==> src/rtl/scsi_port_responder.sv <==
// Host-side port of a SCSI controller: register file, 24-bit transfer counter
// and byte FIFO answering CS_/RE/WE/DACK strobes with DREQ_ and INTRQ.
module scsi_port_responder #(
    parameter int FIFO_DEPTH = 8,
    parameter int TC_W       = 24
) (
    input  logic       CPUCLK,
    input  logic       RESET_,
    input  logic       CS_,
    input  logic       A0,
    input  logic       RE,
    input  logic       WE,
    input  logic       DACK,
    input  logic [7:0] DIN,
    output logic [7:0] DOUT,
    output logic       DOE,
    output logic       DREQ_,
    output logic       INTRQ,
    input  logic [7:0] SD_I,
    input  logic       SD_IVALID,
    output logic       SD_IREADY,
    output logic [7:0] SD_O,
    output logic       SD_OVALID,
    input  logic       SD_OREADY
);
    localparam int PW = (FIFO_DEPTH > 1) ? $clog2(FIFO_DEPTH) : 1;
    localparam int CW = PW + 1;
    localparam logic [CW-1:0] FULL_CNT = CW'(FIFO_DEPTH);

    localparam logic [4:0] AR_CTRL = 5'h01;
    localparam logic [4:0] AR_TCH  = 5'h12;
    localparam logic [4:0] AR_TCM  = 5'h13;
    localparam logic [4:0] AR_TCL  = 5'h14;
    localparam logic [4:0] AR_STAT = 5'h17;
    localparam logic [4:0] AR_CMD  = 5'h18;

    localparam logic [7:0] STAT_DONE  = 8'h16;
    localparam logic [7:0] STAT_ABORT = 8'h21;
    localparam logic [7:0] CMD_START  = 8'h20;
    localparam logic [7:0] CMD_ABORT  = 8'h00;

    typedef enum logic [1:0] {
        ST_IDLE  = 2'd0,
        ST_XFER  = 2'd1,
        ST_FLUSH = 2'd2
    } state_e;

    state_e          state_q, state_d;
    logic            re_q, re_d, we_q, we_d;
    logic            doe_q, doe_d;
    logic [7:0]      dout_q, dout_d;
    logic            dreq_n_q, dreq_n_d;
    logic            intrq_q, intrq_d;
    logic [4:0]      ar_q, ar_d;
    logic [TC_W-1:0] tc_q, tc_d;
    logic [TC_W-1:0] sc_q, sc_d;
    logic [7:0]      ctrl_q, ctrl_d;
    logic [7:0]      status_q, status_d;
    logic [PW-1:0]   wr_ptr_q, wr_ptr_d, rd_ptr_q, rd_ptr_d;
    logic [CW-1:0]   cnt_q, cnt_d;
    logic [7:0]      mem_q [FIFO_DEPTH];

    logic       re_rise, we_rise, dma_rd, dma_wr, reg_rd, reg_wr;
    logic       busy, dir, empty, full, dreq_cond;
    logic       sd_ireq, sd_push, sd_ovalid, sd_pop, rd_ok, wr_ok;
    logic       push, pop, fifo_clr, set_irq, clr_irq;
    logic [7:0] push_data, head, rdata, aux;
    logic [23:0] tc_b;

    // DREQ condition evaluated on any (state, control, occupancy) triple
    function automatic logic dreq_fn(input state_e st, input logic [7:0] ctrl,
                                     input logic [CW-1:0] cnt);
        return (st == ST_XFER) && ctrl[7] && (ctrl[0] ? (cnt != '0) : (cnt != FULL_CNT));
    endfunction

    assign re_rise   = RE & ~re_q;
    assign we_rise   = WE & ~we_q;
    assign dma_rd    = DACK & re_rise;
    assign dma_wr    = DACK & we_rise;
    assign reg_rd    = ~CS_ & ~DACK & re_rise;
    assign reg_wr    = ~CS_ & ~DACK & we_rise;

    assign busy      = (state_q != ST_IDLE);
    assign dir       = ctrl_q[0];
    assign empty     = (cnt_q == '0);
    assign full      = (cnt_q == FULL_CNT);
    assign dreq_cond = dreq_fn(state_q, ctrl_q, cnt_q);
    assign head      = mem_q[rd_ptr_q];

    assign sd_ireq   = (state_q == ST_XFER) & dir & ~full & (sc_q != '0);
    assign sd_push   = sd_ireq & SD_IVALID;
    assign sd_ovalid = busy & ~dir & ~empty;
    assign sd_pop    = sd_ovalid & SD_OREADY;
    assign rd_ok     = dma_rd & dreq_cond;
    // A host write into a full FIFO still lands when the sink pops in the same cycle
    assign wr_ok     = dma_wr & (state_q == ST_XFER) & ctrl_q[7] & ~dir & (~full | sd_pop);
    assign push      = sd_push | wr_ok;
    assign pop       = rd_ok | sd_pop;
    assign push_data = dir ? SD_I : DIN;
    assign aux       = {intrq_q, 2'b00, busy, 3'b000, dreq_cond};

    always_comb begin
        state_d  = state_q;
        ar_d     = ar_q;
        tc_d     = tc_q;
        sc_d     = sc_q;
        ctrl_d   = ctrl_q;
        status_d = status_q;
        dout_d   = dout_q;
        re_d     = RE;
        we_d     = WE;
        doe_d    = RE & (DACK | ~CS_);
        set_irq  = 1'b0;
        clr_irq  = 1'b0;
        fifo_clr = 1'b0;
        tc_b     = 24'(tc_q);
        wr_ptr_d = wr_ptr_q;
        rd_ptr_d = rd_ptr_q;
        cnt_d    = cnt_q;

        case (ar_q)
            AR_CTRL: rdata = ctrl_q;
            AR_TCH:  rdata = tc_b[23:16];
            AR_TCM:  rdata = tc_b[15:8];
            AR_TCL:  rdata = tc_b[7:0];
            AR_STAT: rdata = status_q;
            default: rdata = 8'h00;
        endcase

        if (state_q == ST_FLUSH && cnt_q == CW'(sd_pop)) begin
            state_d  = ST_IDLE;
            status_d = STAT_DONE;
            set_irq  = 1'b1;
        end

        if (dma_rd) begin
            dout_d = rd_ok ? head : 8'hFF;
        end
        if (rd_ok || wr_ok) begin
            tc_d = tc_q - TC_W'(1);
            if (tc_q == TC_W'(1)) begin
                if (rd_ok) begin
                    state_d  = ST_IDLE;
                    status_d = STAT_DONE;
                    set_irq  = 1'b1;
                end else begin
                    state_d = ST_FLUSH;
                end
            end
        end
        if (sd_push) begin
            sc_d = sc_q - TC_W'(1);
        end

        if (reg_rd) begin
            if (!A0) begin
                dout_d = aux;
            end else begin
                dout_d = rdata;
                if (ar_q == AR_STAT) clr_irq = 1'b1;
                if (ar_q != AR_CMD) ar_d = ar_q + 5'd1;
            end
        end

        if (reg_wr) begin
            if (!A0) begin
                ar_d = DIN[4:0];
            end else begin
                if (ar_q != AR_CMD) ar_d = ar_q + 5'd1;
                case (ar_q)
                    AR_CTRL: if (!busy) ctrl_d = DIN;
                    AR_TCH:  if (!busy) begin tc_b[23:16] = DIN; tc_d = TC_W'(tc_b); end
                    AR_TCM:  if (!busy) begin tc_b[15:8]  = DIN; tc_d = TC_W'(tc_b); end
                    AR_TCL:  if (!busy) begin tc_b[7:0]   = DIN; tc_d = TC_W'(tc_b); end
                    AR_CMD: begin
                        if (DIN == CMD_START && !busy) begin
                            if (tc_q != '0) begin
                                state_d  = ST_XFER;
                                fifo_clr = 1'b1;
                                sc_d     = tc_q;
                            end else begin
                                status_d = STAT_DONE;
                                set_irq  = 1'b1;
                            end
                        end else if (DIN == CMD_ABORT && busy) begin
                            state_d  = ST_IDLE;
                            fifo_clr = 1'b1;
                            status_d = STAT_ABORT;
                            set_irq  = 1'b1;
                        end
                    end
                    default: ;
                endcase
            end
        end

        intrq_d = set_irq | (intrq_q & ~clr_irq);

        if (fifo_clr) begin
            wr_ptr_d = '0;
            rd_ptr_d = '0;
            cnt_d    = '0;
        end else begin
            if (push) wr_ptr_d = wr_ptr_q + PW'(1);
            if (pop)  rd_ptr_d = rd_ptr_q + PW'(1);
            cnt_d = cnt_q + CW'(push) - CW'(pop);
        end

        // DREQ_ is registered from the next-state view so it tracks the causing edge
        dreq_n_d = ~dreq_fn(state_d, ctrl_d, cnt_d);
    end

    always_ff @(posedge CPUCLK or negedge RESET_) begin
        if (!RESET_) begin
            state_q  <= ST_IDLE;
            re_q     <= 1'b0;
            we_q     <= 1'b0;
            doe_q    <= 1'b0;
            dout_q   <= 8'h00;
            dreq_n_q <= 1'b1;
            intrq_q  <= 1'b0;
            ar_q     <= '0;
            tc_q     <= '0;
            sc_q     <= '0;
            ctrl_q   <= '0;
            status_q <= '0;
            wr_ptr_q <= '0;
            rd_ptr_q <= '0;
            cnt_q    <= '0;
        end else begin
            state_q  <= state_d;
            re_q     <= re_d;
            we_q     <= we_d;
            doe_q    <= doe_d;
            dout_q   <= dout_d;
            dreq_n_q <= dreq_n_d;
            intrq_q  <= intrq_d;
            ar_q     <= ar_d;
            tc_q     <= tc_d;
            sc_q     <= sc_d;
            ctrl_q   <= ctrl_d;
            status_q <= status_d;
            wr_ptr_q <= wr_ptr_d;
            rd_ptr_q <= rd_ptr_d;
            cnt_q    <= cnt_d;
        end
    end

    always_ff @(posedge CPUCLK) begin
        if (push && !fifo_clr) mem_q[wr_ptr_q] <= push_data;
    end

    assign DOUT      = dout_q;
    assign DOE       = doe_q;
    assign DREQ_     = dreq_n_q;
    assign INTRQ     = intrq_q;
    assign SD_IREADY = sd_ireq;
    assign SD_OVALID = sd_ovalid;
    assign SD_O      = sd_ovalid ? head : 8'h00;
endmodule
==> config.mk <==
export PLATFORM = sky130hd
export DESIGN_NAME = scsi_port_responder
export DESIGN_NICKNAME = d
export VERILOG_FILES = /design/src/rtl/scsi_port_responder.sv
export SDC_FILE = /design/constraint.sdc
export NUM_CORES = 1
export LEC_CHECK = 0
export CAP_MARGIN = 5
export CORE_MARGIN = 2
export CORE_UTILIZATION = 45
export CTS_CLUSTER_DIAMETER = 120
export DETAILED_ROUTE_END_ITERATION = 12
export PLACE_DENSITY_LB_ADDON = 0.12
export SYNTH_ARGS = -nofsm -noshare
export SYNTH_HDL_FRONTEND = slang
export SYNTH_SLANG_ARGS = --single-unit
==> constraint.sdc <==
create_clock -name CPUCLK -period 3.25 [get_ports CPUCLK]
set_input_delay 0.65 -clock CPUCLK [delete_from_list [all_inputs] [get_ports CPUCLK]]
set_output_delay 0.65 -clock CPUCLK [all_outputs]
set_load 0.05 [all_outputs]
# After elaboration in Yosys (flattened, before gate mapping)
# Memories as Yosys holds them, arrays and structs flattened.
# Cells that the tools add are included.
dict set report word_totals {
  output_inout_bits 21
  elab_cells 184
  ramBits 64
  memories 1
  inputBits 25
  reg_bits 94
}
dict set report classes {
  mux 78
  bitwise 36
  reduce_logical 25
  addsub 7
  n_eq_ne 19
}
# name depth word_bits rd rd_clocked_by_memory_dff write_ports line_no
set memory_table {}
lappend memory_table {mem_q 8 8 1 0 1 61} ;# logic [7:0] mem_q [FIFO_DEPTH];
# op n
set ops {}
lappend ops {{$mux 24} 12}
lappend ops {{$mux 8} 20}
lappend ops {{$pmux 24 s3} 1}
lappend ops {{$reduce_bool 24->1} 2}
lappend ops {{$sub 24x1->24 const B} 2}
lappend ops {{$pmux 8 s5} 1}
lappend ops {{$mux 5} 6}
lappend ops {{$eq 5x5->1 const B} 5}
lappend ops {{$eq 24x1->1 const B} 1}
lappend ops {{$mux 1} 23}
lappend ops {{$and 1x1->1} 21}
lappend ops {{$mux 2} 10}
lappend ops {{$ne 4x4->1 const B} 5}
lappend ops {{$mux 3} 4}
lappend ops {{$not 1->1} 10}
lappend ops {{$eq 8x6->1 const B} 1}
lappend ops {{$logic_and 1x1->1} 8}
lappend ops {{$logic_not 8->1} 1}
lappend ops {{$reduce_bool 2->1} 4}
lappend ops {{$reduce_bool 4->1} 2}
lappend ops {{$add 3x1->3 const B} 2}
lappend ops {{$reduce_and 2->1} 3}
lappend ops {{$add 5x1->5 const B} 1}
lappend ops {{$eq 5x1->1 const B} 1}
lappend ops {{other kinds (13)} 19}

# Logic depth before layout (Yosys ltp)
dict set report logic_depth {
  word_depth 18
  ltp_mapped 16
  mapped_depth_nobuf 16
}

# Worst setup path after synthesis
# No wires, ideal clock.
dict set report synth_path {
  path_kind {input to register}
  from {input DACK}
  to {register dreq_n_q (netlist: DREQ_)}
  t_required_ns 3.171
  path_buffers 0
  arrival_time_ns 3.178
  cell_stages 14
  setup_slack_ns -0.006
  setup_time_ns 0.079
  cell_sequence {and4b_1 -> or3b_1 -> or2_2 -> o21ai_2 -> inv_1 -> ha_1 -> inv_1 -> ha_1 -> fa_1 -> xnor2_1 -> nand3_1 -> and3b_1 -> a21oi_1 -> o21ai_0}
}
dict set report synth_via {
  elab_chain_cells 16
}
# element line_no
set synth_rtl {}
lappend synth_rtl {{start, declared} 13} ;# input logic DACK,
lappend synth_rtl {{branches (longest 14 deep; another with $add 4x1->4)} --}
lappend synth_rtl {{$logic_and 1x1->1 (*)} 73} ;# return (st == ST_XFER) && ctrl[7] && (ctrl[0] ? (cnt != '0) : (cnt != FULL_CNT));
lappend synth_rtl {{$not 1->1 (*)} 210} ;# dreq_n_d = ~dreq_fn(state_d, ctrl_d, cnt_d);
lappend synth_rtl {{named net dreq_n_d} 52} ;# logic dreq_n_q, dreq_n_d;
lappend synth_rtl {{end signal, assigned} 236} ;# dreq_n_q <= dreq_n_d;
lappend synth_rtl {{end, declared} 52}
# Mark *: on every way through the listed nets, which the timed path passes.
# A chain may end at the register's enable or synchronous reset.

# Worst setup path in the final report
dict set report layout_path {
  from {register sc_q[6]}
  to {register dreq_n_q (netlist: DREQ_)}
}
dict set report layout_via {
  elab_chain_cells 11
}
# element line_no
set layout_rtl {}
lappend layout_rtl {{start, declared} 56} ;# logic [TC_W-1:0] sc_q, sc_d;
lappend layout_rtl {{start signal, assigned} 224} ;# sc_q <= '0;
lappend layout_rtl {{start signal, assigned} 240} ;# sc_q <= sc_d;
lappend layout_rtl {{$reduce_bool 24->1 (*)} 90} ;# assign sd_ireq = (state_q == ST_XFER) & dir & ~full & (sc_q != '0);
lappend layout_rtl {{$and 1x1->1 (*)} 90}
lappend layout_rtl {{$and 1x1->1 (*)} 91} ;# assign sd_push = sd_ireq & SD_IVALID;
lappend layout_rtl {{$or 1x1->1 (*)} 97} ;# assign push = sd_push | wr_ok;
lappend layout_rtl {{$add 4x1->4 (*)} 206} ;# cnt_d = cnt_q + CW'(push) - CW'(pop);
lappend layout_rtl {{$sub 4x1->4 (*)} 206}
lappend layout_rtl {{$mux 4 (*)} 199} ;# if (fifo_clr) begin
lappend layout_rtl {{$ne 4x4->1 or $reduce_bool 4->1 (tied branches)} 73}
lappend layout_rtl {{$mux 1 (*)} 73}
lappend layout_rtl {{$logic_and 1x1->1 (*)} 73}
lappend layout_rtl {{$not 1->1 (*)} 210}
lappend layout_rtl {{named net dreq_n_d} 52}
# The timed path passes the listed nets; every way through them passes the cells marked *.

==> flow_summary.toml <==
[run_status]
status = "finished clean"

[worst_setup_path]
critPathArrivalTime_ns = 3.47
slowest_stage = "or4_4"
critPathBufInv = 4
cpMostUsedCell = "inv_2"
critPathKind = "flop to flop"
reg2reg_depth = 15
required_ns = 3.61
worst_setup_path_start_kind = "flop"
worst_r2r_endpoint = "DREQ_"
max_stage_delay_ns = 0.57
critPathMaxFanout = 5
crit_family = "simple AND/OR/NAND/NOR gates"
worst-r2r-setup-slack_ns = 0.14
r2r_start = "sc_q[6]"
crit_chain = "or4_4 > nor3_4 > buf_6 > and3_4 > o21ai_2 > inv_2 > ha_1 > inv_2 > ha_4 > fa_2 > inv_2 > nand3_2 > and3b_1 > a21oi_2 > o21ai_0"
worstSetupPathDepth = 15
end_kind = "flop"

[cts]
h-tree-depth = 4
cts_sinks = 158
clk_latency_ns = 0.44
hold_buffers = 0
clockBufferDepth = 2
path_clk_slew_ns = 0.08
cts_buffers = 17
cts_tree = "yes"
root_buffer = "clkbuf_16"

[final_layout]
fill_cells = 1598
stdcell_count = 1253
diodes = 0
register_area_mm2 = 0.004275
area_delta_synth_final_pct = 25.30
final_common_cell = "buf_4"
num-nets-final = 1023
drive_gt1_share_pct = 23.97
final_area_mm2 = 0.01093
multi_input_area_mm2 = 0.004250
mostFrequentLayoutCells = "buf_4 (130), nor2_1 (96), dfrtp_1 (93), edfxtp_1 (64), a21oi_1 (56)"

[place]
gp_congestion = 0.9816
place_area_mm2 = 0.01018
port_buffers = 45
numPlacedInstances = 1218
dp.final_hpwl_um = 20890
pre_cts_ws_ns = -0.6284

[power_and_ir_drop]
clkPwrFrac_pct = 41.9
p_leak_nw = 4.429
p_int_w = 0.003465
combPwrFrac_pct = 14.1
power.density_mw_per_mm2 = 454.4
p_sw_w = 0.001499
vdd_drop_max_mv = 0.3997
power.share.switching_pct = 30.19
p_seq_share_pct = 44.0

[yosys]
yosysTopAreaCell = "dfrtp_1"
synthXorXnorAreaFrac_pct = 3.917
avgSynthCellArea_um2 = 10.29
postSynth.asyncResetShare_pct = 59.49
syn_inst = 847
synthFlopType = "dfrtp_1"
synth_nets = 890
syn_area_mm2 = 0.008720
synth.area.mux_share_pct = 8.050
synth_top_area_share_pct = 26.69
synthSimpleGateAreaFrac_pct = 19.26
synth_edf_count = 64
synthAdderAreaFrac_pct = 2.669
synth_compound_area_share_pct = 13.80
yosys_warnings = 0
synth-seq-cells = 158
synth_cell_type_count = 75
ys_top_cells_by_area = "dfrtp_1 (27%), edfxtp_1 (22%), nor2_1 (4.3%), mux4_2 (4.1%), a21oi_1 (3.3%)"
seq_area_frac_synth_pct = 49.03
synth_top_family_by_area = "simple AND/OR/NAND/NOR gates"

[sta]
fmax_mhz = 321.3
drv_slew = 0
setup_ws_ns = 0.1377
skew_ns = 0.01311
fin_crit_sh_pct = 95.76
slew_headroom_pct = 56.77
tightest_slew_ns = 0.6429
period_minus_slack_ns = 3.112
hold_violations = 0
finalSetupViolations = 0

[floorplanning]
die_y_um = 143.2
die_x_um = 143.2
initial_utilization_pct = 46.31
num_rows = 50
core-area_mm2 = 0.01883
fp.dieArea_mm2 = 0.02051
ios = 46

[global_routing]
antenna_found_initial = 0
overflow = 0
grt_max_degree = 50
grt_usage_pct = 28.58
grt_first_pass_wirelength_um = 43420
grt_pass1_vias = 7426

[flow_run]
cap_violations = 0

[routing]
firstDrtPassIters = 6
wirelength_um = 28410
vias = 7451
wire_per_inst_um = 22.68
drt_iter0_drc = 729
drc = 0
ant_nets = 0
vias_per_cell = 5.947

[min_path]
holdCritPathClass = "primary input to asynchronous set/reset pin"
## layout make-up
class	count	share of cell area (%)
repair buffers	168	12.61
clock buffers	17	3.894
clock inverters	15	1.867
well taps	260	2.978
multi-input cells	617	38.90
flip-flops and latches	158	39.13
inverters	18	0.6184
## Yosys cell counts (18+ instances only)
cell type	count
clkbuf_1	39
xnor2_1	29
edfxtp_1	64
o21ai_0	33
a21oi_1	57
a22oi_1	18
dfrtp_1	93
nor3_1	35
inv_1	18
nor2_1	99
nand2_1	53
nand3_1	27
## flip-flops by register name, summed over array words and instances, names as in the netlist, 2 cells and up
signal and cells:
state_q 2, status_q 8, tc_q 24, sc_q 24, ar_q 5, ctrl_q 8
cnt_q 4, mem_q 64, rd_ptr_q 3, wr_ptr_q 3, DOUT 8
## through the flow
step                      util, %   TNS, ns  power, W  hold slack, ns
after floorplan                 -         0  0.002594          0.3544
after global placement      54.09    -12.25  0.002899          0.4717
after detailed placement    54.09    -14.31  0.002915          0.4749
after CTS                   57.75         0  0.004982          0.2600
after global routing        58.02  -0.03236  0.005128          0.2795
final                       58.02         0  0.004964          0.2295
## logic make-up after synthesis
family          Yosys count
simple gates            326
compound gates          186
flops                   158
buf+inv                  72
mux                      48
xor+xnor                 39
fa+ha+maj                18
## worst max path at each step
stage                  from     to
floorplan              DACK  DREQ_
finish              sc_q[6]  DREQ_
CTS                 sc_q[0]  DREQ_
global placement       DACK  DREQ_
global route        sc_q[6]  DREQ_
detailed placement     DACK  DREQ_
## repair_timing
action	4_1_cts	5_1_grt
cloned	0	0
gates resized for setup	12	16
pin swaps	5	3
hold endpoints to repair	0	0
buffers inserted	3	0
endpoints found under the setup margin	20	26
## metal layers
metal	GRT usage (%)	wire, µm
met1	37.84	11720
met2	44.88	13340
met3	6.271	2163
met4	13.39	1193
met5	0	0
## power groups by stage
stage	Sequential [W]	Combinational [W]	Clock (W)
after CTS	0.00219	0.000693	0.00210
after floorplan	0.00228	0.000317	0
after detailed placement	0.00223	0.000689	0
after global placement	0.00222	0.000679	0
after global routing	0.00219	0.000750	0.00218
final	0.00219	0.000700	0.00208
No activity file was read; power rests on OpenSTA's default activity.
